**src/rtl/multi_cycle_cpu_if.sv**
```systemverilog
// Data-memory handshake bundle between the core (master) and a RAM/bus (slave).
// The request side is held stable by the master until ready is seen high.
interface multi_cycle_cpu_if #(
  parameter int DATA_WIDTH = 8
);
  logic                  req;
  logic                  we;
  logic [DATA_WIDTH-1:0] addr;
  logic [DATA_WIDTH-1:0] wdata;
  logic [DATA_WIDTH-1:0] rdata;
  logic                  ready;

  modport master (output req, we, addr, wdata, input rdata, ready);
  modport slave  (input req, we, addr, wdata, output rdata, ready);
endinterface

```
**src/rtl/multi_cycle_cpu.sv**
```systemverilog
// Multi-cycle core: 16-bit instruction word, opcode-field control decode,
// eight general registers, handshaked external data memory, halt on 16'h0000.
//
// state | meaning
// FETCH | latch the word at imem_addr (= PC) into IR
// EXEC  | decode IR: ALU write-back, branch/jump, launch data access, or halt
// MEM   | hold the data request until ready; loads write R[DR] on completion
// HALT  | stopped on an all-zero instruction; only reset leaves this state
module multi_cycle_cpu #(
  parameter int DATA_WIDTH = 8,
  parameter int PC_WIDTH   = 8
) (
  input  logic                  clock,
  input  logic                  reset,
  output logic [PC_WIDTH-1:0]   imem_addr,
  input  logic [15:0]           imem_rdata,
  multi_cycle_cpu_if.master     dmem,
  output logic                  instr_retired,
  output logic                  halted
);

  typedef enum logic [1:0] {
    S_FETCH = 2'd0,
    S_EXEC  = 2'd1,
    S_MEM   = 2'd2,
    S_HALT  = 2'd3
  } state_t;

  state_t                state;
  logic [PC_WIDTH-1:0]   pc;
  logic [15:0]           ir;
  logic [DATA_WIDTH-1:0] rf [8];

  logic [6:0]            op;
  logic [2:0]            dr, sa, sb;
  logic                  mb, md, rw, mw, pl, jb, bc;
  logic [3:0]            fs;
  logic                  is_load;
  logic [DATA_WIDTH-1:0] a_op, b_op, alu_f;
  logic                  alu_z, alu_n, br_cond;
  logic [5:0]            br_off;
  logic [PC_WIDTH-1:0]   pc_inc, pc_br;

  assign imem_addr = pc;

  assign op = ir[15:9];
  assign dr = ir[8:6];
  assign sa = ir[5:3];
  assign sb = ir[2:0];

  assign mb      = op[6];
  assign md      = op[4];
  assign rw      = ~op[5];
  assign mw      = op[5] & ~op[6];
  assign pl      = op[5] & op[6];
  assign jb      = op[4];
  assign bc      = op[0];
  assign fs      = {op[3], op[2], op[1], op[0] & ~pl};
  // op[6:4] = 001: memory-data select with a register write and no store
  assign is_load = md & ~op[5] & ~op[6];

  assign a_op = rf[sa];
  assign b_op = mb ? DATA_WIDTH'(ir[2:0]) : rf[sb];

  // Function-select ALU; flags are taken over the full datapath width.
  always_comb begin
    alu_f = a_op;
    case (fs)
      4'h0: alu_f = a_op;
      4'h1: alu_f = a_op + DATA_WIDTH'(1);
      4'h2: alu_f = a_op + b_op;
      4'h3: alu_f = a_op + b_op + DATA_WIDTH'(1);
      4'h4: alu_f = a_op + ~b_op;
      4'h5: alu_f = a_op - b_op;
      4'h6: alu_f = a_op - DATA_WIDTH'(1);
      4'h7: alu_f = a_op;
      4'h8: alu_f = a_op & b_op;
      4'h9: alu_f = a_op | b_op;
      4'hA: alu_f = a_op ^ b_op;
      4'hB: alu_f = ~a_op;
      4'hC: alu_f = b_op;
      4'hD: alu_f = b_op >> 1;
      4'hE: alu_f = b_op << 1;
      default: alu_f = a_op;
    endcase
  end

  assign alu_z   = (alu_f == '0);
  assign alu_n   = alu_f[DATA_WIDTH-1];
  assign br_cond = bc ? alu_n : alu_z;
  assign br_off  = {ir[8:6], ir[2:0]};
  assign pc_inc  = pc + PC_WIDTH'(1);
  // 6-bit signed offset, sign-extended to the PC width; the sum wraps naturally
  assign pc_br   = pc + PC_WIDTH'($signed(br_off));

  // Sequencer, register file, PC and all registered outputs.
  always_ff @(posedge clock or negedge reset) begin
    if (!reset) begin
      state         <= S_FETCH;
      pc            <= '0;
      ir            <= '0;
      for (int i = 0; i < 8; i++) rf[i] <= '0;
      dmem.req      <= 1'b0;
      dmem.we       <= 1'b0;
      dmem.addr     <= '0;
      dmem.wdata    <= '0;
      instr_retired <= 1'b0;
      halted        <= 1'b0;
    end else begin
      instr_retired <= 1'b0;
      case (state)
        S_FETCH: begin
          ir    <= imem_rdata;
          state <= S_EXEC;
        end
        S_EXEC: begin
          if (ir == 16'h0000) begin
            halted <= 1'b1;
            state  <= S_HALT;
          end else if (pl) begin
            if (jb) pc <= PC_WIDTH'(a_op);
            else    pc <= br_cond ? pc_br : pc_inc;
            instr_retired <= 1'b1;
            state         <= S_FETCH;
          end else if (mw || is_load) begin
            dmem.req   <= 1'b1;
            dmem.we    <= mw;
            dmem.addr  <= a_op;
            dmem.wdata <= rf[sb];
            state      <= S_MEM;
          end else begin
            if (rw) rf[dr] <= alu_f;
            pc            <= pc_inc;
            instr_retired <= 1'b1;
            state         <= S_FETCH;
          end
        end
        S_MEM: begin
          if (dmem.req && dmem.ready) begin
            if (!dmem.we) rf[dr] <= dmem.rdata;
            dmem.req      <= 1'b0;
            pc            <= pc_inc;
            instr_retired <= 1'b1;
            state         <= S_FETCH;
          end
        end
        S_HALT: begin
          halted <= 1'b1;
        end
        default: state <= S_FETCH;
      endcase
    end
  end

endmodule
```
**src/flat_wrapper.sv**
```systemverilog
// flat-port wrapper written by rule: the top's interface ports become plain ports
module multi_cycle_cpu_flat 
#(
  parameter int DATA_WIDTH = 8,
  parameter int PC_WIDTH   = 8
)
  (clock, reset, imem_addr, imem_rdata, instr_retired, halted, dmem_req, dmem_we, dmem_addr, dmem_wdata, dmem_rdata, dmem_ready);
  multi_cycle_cpu_if #(.DATA_WIDTH(DATA_WIDTH)) dmem_i ();
  input  logic clock;
  input  logic reset;
  output logic [PC_WIDTH-1:0] imem_addr;
  input  logic [15:0] imem_rdata;
  output logic instr_retired;
  output logic halted;
  output wire logic [$bits(dmem_i.req)-1:0] dmem_req;
  output wire logic [$bits(dmem_i.we)-1:0] dmem_we;
  output wire logic [$bits(dmem_i.addr)-1:0] dmem_addr;
  output wire logic [$bits(dmem_i.wdata)-1:0] dmem_wdata;
  input wire logic [$bits(dmem_i.rdata)-1:0] dmem_rdata;
  input wire logic [$bits(dmem_i.ready)-1:0] dmem_ready;
  assign dmem_req = dmem_i.req;
  assign dmem_we = dmem_i.we;
  assign dmem_addr = dmem_i.addr;
  assign dmem_wdata = dmem_i.wdata;
  assign dmem_i.rdata = dmem_rdata;
  assign dmem_i.ready = dmem_ready;
  multi_cycle_cpu #(.DATA_WIDTH(DATA_WIDTH), .PC_WIDTH(PC_WIDTH)) u_core (.clock(clock), .reset(reset), .imem_addr(imem_addr), .imem_rdata(imem_rdata), .dmem(dmem_i), .instr_retired(instr_retired), .halted(halted));
endmodule
```
**config.mk**
```make
export PLATFORM = sky130hd
export DESIGN_NAME = multi_cycle_cpu_flat
export DESIGN_NICKNAME = d
export VERILOG_FILES = /design/src/rtl/multi_cycle_cpu_if.sv /design/src/rtl/multi_cycle_cpu.sv /design/src/flat_wrapper.sv
export SDC_FILE = /design/constraint.sdc
export NUM_CORES = 1
export LEC_CHECK = 0
export BUFFER_PORTS_ARGS = -buffer_cell sky130_fd_sc_hd__buf_2
export CAP_MARGIN = 0
export CORE_MARGIN = 2
export CORE_UTILIZATION = 39
export DETAILED_ROUTE_END_ITERATION = 10
export PLACE_DENSITY = 0.65
export SLEW_MARGIN = 0
export SYNTH_ARGS = -nofsm -noshare
export SYNTH_HDL_FRONTEND = slang
export SYNTH_SLANG_ARGS = --single-unit
```
**constraint.sdc**
```tcl
create_clock -name clock -period 13.7 [get_ports clock]
set_input_delay 2.74 -clock clock [delete_from_list [all_inputs] [get_ports clock]]
set_output_delay 2.74 -clock clock [all_outputs]
set_load 0.01 [all_outputs]
```
# Word level (Yosys, flattened, before mapping)
# Index checks and enable logic that the tools add are counted.
[totals]
reg_bits = 110
in_bits = 27
out_inout_bits = 28
wordCells = 130
[classes]
n_addsub = 8
magnitude_cmp = 4
eq_ne = 25
muxes = 44
n_bitwise = 17
n_reduce_logical = 15
[op_table]
columns = ["op", "n"]
rows = [
  ["2-to-1 mux 64 bit", 6],
  ["bitwise mux 64 bit", 2],
  ["one-hot mux 64 bit (2 select lines)", 1],
  ["one-hot mux 8 bit (13 select lines)", 1],
  ["2-to-1 mux 8 bit", 12],
  ["binary-select mux 8 bit (select 3 bit)", 2],
  ["equality test 4 bit (second input constant)", 7],
  ["adder 8 x 1 -> 8 bit (second input constant)", 3],
  ["adder 8 bit", 3],
  ["demux 8 bit (select 3 bit)", 1],
  ["zero test 16 bit", 1],
  ["NOT 8 bit", 2],
  ["one-hot mux 8 bit (2 select lines)", 1],
  ["equality test 4 x 3 -> 1 bit (second input constant)", 3],
  ["greater-or-equal comparator 4 bit (second input constant)", 3],
  ["NOT 3 -> 4 bit", 3],
  ["2-to-1 mux 1 bit", 10],
  ["inequality test 2 bit (second input constant)", 5],
  ["AND 8 bit", 1],
  ["equality test 4 x 2 -> 1 bit (second input constant)", 2],
  ["zero test 8 bit", 1],
  ["2-to-1 mux 2 bit", 4],
  ["OR 8 bit", 1],
  ["AND reduction 4 bit", 2],
  ["21 further kinds", 36],
]

# Depth between registers and ports, before layout
# Gate-level depths: netlist of run 1.
[depth]
word_depth = 15
ltp_mapped = 25
ltp_nobuf = 21

# Worst setup path before layout of run 1
# No wires, ideal clock.
[synth_timing]
kind = "flip-flop to flip-flop"
startpoint = "reg u_core.ir[3]"
endpoint = "reg u_core.pc[1], in the netlist u_core.imem_addr[1]"
setup_ns = 0.092
arrival_ns = 5.116
required_ns = 13.608
setup_slack_ns = 8.493
stages_incl_launch_ff = 19
n_path_buf = 2
period_less_slack_ns = 5.207
cell_sequence = "dfrtp_1 -> clkbuf_1 -> buf_2 -> mux4_2 -> mux2i_1 -> inv_1 -> ha_1 -> fa_1 -> a211o_1 -> and3_1 -> a2111oi_0 -> nand4_1 -> xnor2_1 -> o21ai_0 -> a211o_1 -> o221ai_2 -> mux2i_1 -> mux2_2 -> o31ai_2"
[synth_via]
elab_chain_len = 14
elab_cells_between_ends = 25
cone_classes = "add/sub: 6; eq/ne: 1; mux: 10; bitwise: 5; reduce/logical: 3"
[synth_rtl]
columns = ["element", "line_no", "text"]
rows = [
  ["start: declaration", "multi_cycle_cpu.sv:31", "logic [15:0] ir;"],
  ["start signal: assignment", "multi_cycle_cpu.sv:113", "ir <= imem_rdata;"],
  ["NOT 3 -> 4 bit (not written as such) (*)", "multi_cycle_cpu.sv:62", "assign a_op = rf[sa];"],
  ["binary-select mux 8 bit (select 3 bit) (*)", "multi_cycle_cpu.sv:62", ""],
  ["2-to-1 mux 8 bit (not written as such) (*) (2 in series)", "multi_cycle_cpu.sv:62", ""],
  ["net u_core.a_op[0]", "multi_cycle_cpu.sv:39", "logic [DATA_WIDTH-1:0] a_op, b_op, alu_f;"],
  ["adder 8 bit", "multi_cycle_cpu.sv:71, multi_cycle_cpu.sv:72", ""],
  ["adder 8 x 1 -> 8 bit", "multi_cycle_cpu.sv:72", "4'h3: alu_f = a_op + b_op + DATA_WIDTH'(1);"],
  ["one-hot mux 8 bit (13 select lines) (*)", "multi_cycle_cpu.sv:68", "case (fs)"],
  ["zero test 8 bit", "multi_cycle_cpu.sv:88", "assign alu_z = (alu_f == '0);"],
  ["2-to-1 mux 1 bit (*)", "multi_cycle_cpu.sv:90", "assign br_cond = bc ? alu_n : alu_z;"],
  ["2-to-1 mux 8 bit (*)", "multi_cycle_cpu.sv:122", "else pc <= br_cond ? pc_br : pc_inc;"],
  ["2-to-1 mux 8 bit (*)", "multi_cycle_cpu.sv:121", "if (jb) pc <= PC_WIDTH'(a_op);"],
  ["2-to-1 mux 8 bit (*)", "multi_cycle_cpu.sv:120", "end else if (pl) begin"],
  ["2-to-1 mux 8 bit (*)", "multi_cycle_cpu.sv:117", "if (ir == 16'h0000) begin"],
  ["one-hot mux 8 bit (2 select lines) (*)", "multi_cycle_cpu.sv:111", "case (state)"],
  ["end signal: assignment", "multi_cycle_cpu.sv:121", ""],
  ["end signal: assignment", "multi_cycle_cpu.sv:122", ""],
  ["end signal: assignment", "multi_cycle_cpu.sv:133", "pc <= pc_inc;"],
  ["end: declaration", "multi_cycle_cpu.sv:30", "logic [PC_WIDTH-1:0] pc;"],
]
# Mark *: on every way through the listed nets, which the timed path passes. The rest lies on a longest branch. The select of a mux whose other input is x is not followed.
# A chain may end at the register's enable or synchronous reset.

# Worst setup path after layout of run 1
[layout_timing]
startpoint = "reg u_core.ir[0]"
endpoint = "reg u_core.pc[1], in the netlist u_core.imem_addr[1]"
[layout_via]
elab_chain_len = 15
elab_cells_between_ends = 25
cone_classes = "add/sub: 5; eq/ne: 1; mux: 11; bitwise: 5; reduce/logical: 3"
[layout_rtl]
columns = ["element", "line_no", "text"]
rows = [
  ["NOT 3 -> 4 bit (not written as such)", "multi_cycle_cpu.sv:63", "assign b_op = mb ? DATA_WIDTH'(ir[2:0]) : rf[sb];"],
  ["binary-select mux 8 bit (select 3 bit)", "multi_cycle_cpu.sv:63", ""],
  ["2-to-1 mux 8 bit (not written as such) (2 in series)", "multi_cycle_cpu.sv:63", ""],
  ["2-to-1 mux 8 bit", "multi_cycle_cpu.sv:63", ""],
  ["adder 8 bit or NOT 8 bit (tied branches)", "multi_cycle_cpu.sv:71, multi_cycle_cpu.sv:72, multi_cycle_cpu.sv:73", ""],
  ["adder 8 x 1 -> 8 bit or adder 8 bit (tied branches)", "multi_cycle_cpu.sv:72, multi_cycle_cpu.sv:73", ""],
  ["one-hot mux 8 bit (13 select lines)", "multi_cycle_cpu.sv:68", ""],
  ["zero test 8 bit", "multi_cycle_cpu.sv:88", ""],
  ["2-to-1 mux 1 bit", "multi_cycle_cpu.sv:90", ""],
  ["2-to-1 mux 8 bit", "multi_cycle_cpu.sv:122", ""],
  ["2-to-1 mux 8 bit", "multi_cycle_cpu.sv:121", ""],
  ["2-to-1 mux 8 bit", "multi_cycle_cpu.sv:120", ""],
  ["2-to-1 mux 8 bit", "multi_cycle_cpu.sv:117", ""],
  ["one-hot mux 8 bit (2 select lines)", "multi_cycle_cpu.sv:111", ""],
]
# Several ways; a longest one is shown, not always the timed one. The select of a mux whose other input is x is not followed.

==> impl_metrics.py, run 1 <==
metrics = {
    "clocking": {
        "clockRootBuffer": "clkbuf_16",
        "numCtsBuffers": 9,
        "cts_resized": 0,
        "path_clk_slew_ns": 0.07,
        "clkSinkCount": 110,
        "ctsHoldBuffers": 0,
        "cts_setup_buffers": 0,
        "cts_tree": "built",
        "clockBufferDepth": 2,
        "clk_latency_ns": 0.37,
        "h-tree-depth": 3,
    },
    "floorplan": {
        "design.core.area_um2": 20800,
        "start_util_pct": 39.5,
        "die_h_um": 149,
        "die_area_um2": 22300,
        "rows": 53,
        "top_level_ports": 55,
        "die_x_um": 149,
    },
    "drt": {
        "drc": 0,
        "wl_per_cell_um": 20.8,
        "postRouteAntennaNets": 0,
        "firstDrtPassIters": 5,
        "wl_mm": 24.0,
        "via_per_inst": 5.95,
        "drt_iter0_drc": 767,
        "num_vias": 6849,
    },
    "sta": {
        "drv_slew": 0,
        "clock.fmax_ghz": 0.157,
        "finalCritPeriodShare_pct": 46.6,
        "rsz0062_at_grt": "false",
        "finalSetupViolations": 0,
        "fin_tns_setup_ns": 0,
        "slew_headroom_pct": 30.6,
        "final.setup_skew_ns": 0.0118,
        "finalHoldViolations": 0,
        "worst_pin_slew_ns": 1.04,
        "min_period_ns": 6.39,
        "postLayoutSetupSlackWorst_ns": 7.31,
        "hold_ws_ns": 0.468,
    },
    "yosys": {
        "syn_avg_cell_area_um2": 9.75,
        "synth-edff-count": 0,
        "async_flop_share_pct": 100,
        "synth_top_family_by_area": "multiplexers",
        "ys_seq_elements": 110,
        "synthAdderAreaFrac_pct": 6.52,
        "muxShareOfSynthArea_pct": 22.0,
        "ys.flop_type": "dfrtp_1",
        "yosys.area_share.simple_pct": 14.8,
        "syn_inst": 843,
        "syn-num-nets": 911,
        "synth_area_um2": 8220,
        "synth_compound_gate_area_share_pct": 15.8,
        "yosysSeqAreaShare_pct": 33.5,
        "ys_warn_count": 0,
        "synth_xor_area_share_pct": 3.15,
        "synth_cell_types": 76,
    },
    "global_route": {
        "grt_pass1_vias": 6618,
        "antenna_found_initial": 0,
        "overflow": 0,
        "grt_max_degree": 76,
        "grtUsageTotal_pct": 22.0,
        "grt_pass1_wl_mm": 37.6,
    },
    "worst_setup_path": {
        "critical_path_class": "flip-flop to flip-flop",
        "startpoint_type": "flip-flop",
        "path_max_fanout": 14,
        "crit_required_ns": 13.98,
        "worst_setup_path_end_kind": "flip-flop",
        "arrival_ns": 6.66,
    },
    "hold_path": {
        "min_path_type": "flip-flop to flip-flop",
    },
    "final_layout": {
        "syn_to_final_growth_pct": 9.68,
        "fin_cells": 1152,
        "drive_above_1_share_pct": 24.2,
        "diodes": 0,
        "final_nets": 941,
    },
    "placement": {
        "gp_congestion": 0.953,
        "dp.cells": 1137,
        "dp_slack_ns": 7.36,
        "portBuffers": 54,
        "dpl.hpwl_mm": 17.5,
    },
    "job": {
        "maxCapViolations": 0,
    },
    "status": {
        "status": "finished clean",
    },
}
[cell usage after synthesis, types with 11 or more instances]
| cell type | count | area [um^2] |
|---|---|---|
| nand3_1 | 24 | 120 |
| dfrtp_1 | 110 | 2750 |
| mux4_2 | 22 | 495 |
| mux2i_1 | 28 | 280 |
| clkbuf_1 | 36 | 135 |
| nor2_1 | 47 | 176 |
| nor2b_1 | 15 | 93.8 |
| mux2_2 | 88 | 991 |
| o22ai_1 | 15 | 93.8 |
| nand2_1 | 66 | 248 |
| o21ai_0 | 65 | 325 |
| ha_1 | 38 | 475 |
| nor3_1 | 17 | 85.1 |
| and3_1 | 11 | 68.8 |
| a21oi_1 | 39 | 195 |
| inv_1 | 32 | 120 |
| xnor2_1 | 18 | 158 |
[placed cells by master, fill, tap and decap left out, types with 7 or more instances in the layout]
cell / count
a21oi_1: 39
a221oi_1: 7
a31oi_1: 9
and3_1: 11
buf_2: 53
buf_4: 16
clkbuf_16: 9
dfrtp_1: 110
ha_1: 38
inv_1: 32
mux2_2: 88
mux2i_1: 28
mux4_2: 22
nand2_1: 66
nand2b_1: 8
nand3_1: 24
nand3b_1: 7
nand4_1: 7
nor2_1: 47
nor2b_1: 15
nor3_1: 17
o211ai_1: 8
o21ai_0: 65
o22ai_1: 15
or2_2: 9
xnor2_1: 18
xor2_1: 9
[worst max-delay path, cell delays in order, from the launching register on]
cell	delay, ns
dfrtp_1	0.67
buf_4	0.34
mux4_1	0.57
mux2_2	0.31
mux2i_1	0.41
inv_1	0.15
ha_1	0.26
fa_1	0.47
a211o_1	0.32
and3_1	0.21
a2111oi_0	0.60
nand3_1	0.19
xnor2_1	0.20
nand3_1	0.10
a22oi_1	0.30
and4b_1	0.24
mux2i_1	0.15
buf_4	0.23
mux2_2	0.36
o31ai_2	0.20
[flip-flops by register name (all words and copies together) (netlist names)]
signal / cells
u_core.rf: 64
u_core.ir: 16
u_core.dmem.addr: 8
u_core.dmem.wdata: 8
u_core.imem_addr: 8
u_core.state: 2
u_core.dmem.req: 1
u_core.dmem.we: 1
u_core.halted: 1
u_core.instr_retired: 1
[final cells by class]
| type | instances | area [um^2] |
|---|---|---|
| clock buffers | 10 | 229 |
| clock inverters | 5 | 61.3 |
| fillers | 2011 | 11800 |
| inverters | 32 | 120 |
| multi-input cells | 651 | 5120 |
| flip-flops and latches | 110 | 2750 |
| well taps | 275 | 344 |
| repair buffers | 69 | 385 |
[kinds of logic (layout without fill, tap and decap cells)]
kind of cell / Yosys count / after routing
multiplexers: 140 / 140
AO/OA/AOI/OAI: 202 / 202
buffers and inverters: 82 / 116
adder cells (fa/ha/maj): 41 / 41
XOR/XNOR: 28 / 28
AND/OR/NAND/NOR: 240 / 240
flip-flops: 110 / 110
[worst paths after layout]
check                           slack [ns]           from                   to  cells past startpoint
worst max-delay path                  7.31   u_core.ir[0]  u_core.imem_addr[1]                     19
worst min-delay path                  0.47  u_core.halted        u_core.halted                      1
worst max register to register        7.31   u_core.ir[0]  u_core.imem_addr[1]                     19
worst min register to register        0.47  u_core.halted        u_core.halted                      1
max in group asynchronous            10.05          reset        u_core.rf[14]                      2
min in group asynchronous             2.33          reset  u_core.imem_addr[4]                      1
[per-layer routing]
metal | GRT usage [%] | vias up | routed length [um]
met3 | 2.35 | 33 | 1540
li1 | - | 3178 | -
met4 | 7.67 | 0 | 548
met1 | 30.8 | 3358 | 10600
met2 | 35.6 | 280 | 11300
met5 | 0 | - | 0
[through the flow]
| step | area, um^2 | utilization (%) |
|---|---|---|
| after floorplan | 8220 | - |
| after global placement | 8720 | 41.9 |
| after detailed placement | 8720 | 41.9 |
| after CTS | 9010 | 43.3 |
| after global routing | 9010 | 43.3 |
| final | 9010 | 43.3 |
Power of run 1 is not shown: default switching activity piles up to over one toggle a cycle in this logic, so the estimate is an artifact.
==> inputs of run 2 (changes only) <==
--- a/config.mk
+++ b/config.mk
@@ -5,12 +5,13 @@
 export SDC_FILE = /design/constraint.sdc
 export NUM_CORES = 1
 export LEC_CHECK = 0
+export ABC_AREA = 1
 export BUFFER_PORTS_ARGS = -buffer_cell sky130_fd_sc_hd__buf_2
 export CAP_MARGIN = 0
 export CORE_MARGIN = 2
 export CORE_UTILIZATION = 39
 export DETAILED_ROUTE_END_ITERATION = 10
-export PLACE_DENSITY = 0.65
+export PLACE_DENSITY = 0.68
 export SLEW_MARGIN = 0
 export SYNTH_ARGS = -nofsm -noshare
 export SYNTH_HDL_FRONTEND = slang
==> constraint.sdc (replaced) <==
create_clock -name clock -period 5.5 [get_ports clock]
set_input_delay 1.1 -clock clock [delete_from_list [all_inputs] [get_ports clock]]
set_output_delay 1.1 -clock clock [all_outputs]
set_load 0.01 [all_outputs]
==> run 2 against run 1 <==
Net effect:
- design area decreased by 0.39%
- synthesized area decreased by 0.32%
- sequential share of layout area increased by 0.12 points
- non-clock buffer count decreased by 1
- die area decreased by 0.31%
- sequential cell count unchanged
- register-to-register slack got worse by 6.5 ns
- critical path type unchanged
==> impl_metrics.py, run 2 <==
metrics = {
    "status": {
        "status": "finished clean",
    },
    "sta": {
        "rsz0062_at_grt": "false",
        "slew_headroom_pct": 34.6,
        "finalCritPeriodShare_pct": 85.4,
        "finalHoldViolations": 0,
        "final.setup_skew_ns": 0.00898,
        "drv_slew": 0,
        "finalSetupViolations": 0,
        "worst_pin_slew_ns": 0.979,
        "hold_ws_ns": 0.481,
        "min_period_ns": 4.70,
        "fin_tns_setup_ns": 0,
        "clock.fmax_ghz": 0.213,
    },
    "placement": {
        "post_dp_cell_area_um2": 8690,
        "dpl.hpwl_mm": 19.9,
        "portBuffers": 54,
        "gp_congestion": 0.971,
    },
    "final_layout": {
        "syn_to_final_growth_pct": 9.61,
        "diodes": 0,
        "final_area_um2": 8980,
        "mostFrequentLayoutCells": "324 x nand2_1, 145 x inv_1, 130 x o21ai_0",
        "top_register": "u_core.rf",
        "multi_input_area_um2": 4600,
        "final_nets": 1315,
        "drive_above_1_share_pct": 10.5,
        "mostFrequentLayoutCell": "nand2_1",
        "largest_register_ff_count": 64,
        "finalCoreUtilization_pct": 43.1,
        "top_regs": "u_core.rf: 64 flops, u_core.ir: 16 flops",
        "fillCellCount": 2205,
        "regArea_um2": 2750,
    },
    "floorplan": {
        "die_x_um": 149,
        "start_util_pct": 39.3,
        "top_level_ports": 55,
        "design.core.area_um2": 20800,
        "rows": 53,
        "die_h_um": 149,
        "die_area_um2": 22200,
    },
    "yosys": {
        "synth_common_cells": "324 x nand2_1, 145 x inv_1, 130 x o21ai_0",
        "synth-edff-count": 0,
        "synth_cell_types": 42,
        "async_flop_share_pct": 100,
        "syn_avg_cell_area_um2": 6.77,
        "synth.most_common_cell": "nand2_1",
        "synth_area_leaders": "dfrtp_1 34%, nand2_1 15%, o21ai_0 7.9%, inv_1 6.6%, ha_1 5.8%",
        "ys_warn_count": 0,
        "ys.flop_type": "dfrtp_1",
        "syn_inst": 1210,
        "yosysSeqAreaShare_pct": 33.6,
        "synth_area_um2": 8190,
        "ys_seq_elements": 110,
        "netlist.area_leader.share_pct": 33.6,
        "yosysTopAreaCell": "dfrtp_1",
        "syn-num-nets": 1278,
    },
    "drt": {
        "num_vias": 8162,
        "firstDrtPassIters": 6,
        "wl_per_cell_um": 17.5,
        "via_per_inst": 5.35,
        "drc": 0,
        "drt_iter0_drc": 752,
        "wl_mm": 26.8,
        "postRouteAntennaNets": 0,
    },
    "worst_setup_path": {
        "cpMostUsedCell": "nand2_1",
        "arrival_ns": 4.96,
        "worst_setup_path_end_kind": "flip-flop",
        "startpoint_type": "flip-flop",
        "crit_required_ns": 5.76,
        "path_max_fanout": 48,
        "reg2reg_depth": 28,
        "r2r_setup_slack_ns": 0.80,
        "critical_path_class": "flip-flop to flip-flop",
        "slowest_delay_ns": 0.64,
        "rr_endpoint": "u_core.imem_addr[0]",
        "slowest_stage": "fa_1",
        "r2r-start": "u_core.ir[3]",
    },
    "clocking": {
        "cts_setup_buffers": 0,
        "cts_tree": "built",
        "h-tree-depth": 3,
        "ctsHoldBuffers": 0,
        "numCtsBuffers": 9,
        "clockRootBuffer": "clkbuf_16",
        "path_clk_slew_ns": 0.08,
        "clockBufferDepth": 2,
        "clkSinkCount": 110,
        "clk_latency_ns": 0.37,
        "cts_resized": 0,
    },
    "hold_path": {
        "min_path_type": "flip-flop to flip-flop",
        "hp-start": "u_core.halted",
        "min_to": "u_core.halted",
        "hold_depth": 2,
    },
    "global_route": {
        "grt_pass1_vias": 7463,
        "grt_max_degree": 65,
        "overflow": 0,
        "grtUsageTotal_pct": 24.7,
        "antenna_found_initial": 0,
        "grt_pass1_wl_mm": 42.3,
    },
    "power": {
        "pwr-share-comb_pct": 1.8,
        "p_int_mw": 1.13,
        "irDropWorstVdd_mv": 0.139,
        "pwr-share-clk_pct": 44.2,
        "p_sw_uw": 362,
        "seqPwrFrac_pct": 54.0,
        "switching_share_pct": 24.2,
        "power_density_nw_per_um2": 167,
        "p_leak_nw": 4.46,
    },
    "job": {
        "maxCapViolations": 0,
    },
}
-- run 2: changes by cell type in the layout (fill, tap and decap cells not counted), moves of 22 or more --
| cell | delta |
|---|---|
| mux2i_1 | -28 |
| nand3_1 | +69 |
| inv_1 | +113 |
| mux4_2 | -22 |
| a21oi_1 | +34 |
| nor2_1 | +51 |
| mux2_2 | -88 |
| o21ai_0 | +65 |
| nand2_1 | +258 |
-- run 2: routing by layer --
metal  vias to the layer above  global-route usage (%)  wire length [um]
met5                         -                       0                 0
met4                         0                    6.38               537
met3                        40                    3.39              1720
met2                       302                    39.0             12000
met1                      3806                    35.8             12500
li1                       4014                       -                 -
-- run 2: cell type report --
type                    instances  share of cell area, %
clock buffers                   9                   2.51
clock inverters                 7                  0.738
inverters                     163                   6.81
multi-input cells             895                   51.2
flip-flops and latches        110                   30.7
well taps                     275                   3.83
repair buffers                 68                   4.21
-- run 2: power by group through the flow --
| stage | clock network, mW | registers [mW] | logic, mW |
|---|---|---|---|
| 6_report | 0.661 | 0.808 | 0.0263 |
| 5_1_grt | 0.695 | 0.808 | 0.0302 |
| 3_5_place_dp | 0 | 0.824 | 0.0276 |
| 2_1_floorplan | 0 | 0.824 | 0.0000268 |
| 3_3_place_gp | 0 | 0.824 | 0.0272 |
| 4_1_cts | 0.670 | 0.808 | 0.0276 |
-- run 2: how the worst max path moves through the flow --
stage,from,depth (start not counted),endpoint,slack [ns]
after detailed placement,u_core.ir[3],28,u_core.imem_addr[0],0.87
after global placement,u_core.ir[5],26,u_core.imem_addr[0],0.82
after global routing,u_core.ir[3],28,u_core.imem_addr[6],0.35
after CTS,u_core.ir[3],28,u_core.imem_addr[0],0.85
final,u_core.ir[3],28,u_core.imem_addr[0],0.80
after floorplan,u_core.ir[0],30,u_core.imem_addr[1],1.86
-- run 2: worst max-delay path, delay by kind of cell (launching register included) --
kind / cells / cell delay, ns
AND/OR/NAND/NOR: 20 / 2.33
adder cells (fa/ha/maj): 3 / 1.12
buffers and inverters: 3 / 0.52
flip-flops: 1 / 0.38
AO/OA/AOI/OAI: 2 / 0.21
-- run 2: per-stage QoR --
stage / worst slack (ns) / std cells / total power, mW
2_1_floorplan: 1.86 / 1210 / 0.824
3_3_place_gp: 0.817 / 1511 / 0.851
3_5_place_dp: 0.867 / 1511 / 0.852
4_1_cts: 0.847 / 1527 / 1.51
5_1_grt: 0.350 / 1527 / 1.53
6_report: 0.803 / 1527 / 1.50
-- run 2: logic make-up (layout without fill, tap and decap cells) --
group                      count (synthesis)  count (layout)  share of synthesized area, %
and+or+nand+nor                          567             567                          29.6
buffers and inverters                    205             247                          10.2
DFF                                      110             110                          33.6
adders and majority gates                 41              41                          6.54
AOI/OAI and AO/OA                        268             268                          18.0
xor gates and xnor gates                  19              19                          2.03
Note: power is estimated with default switching activity, not from simulation.
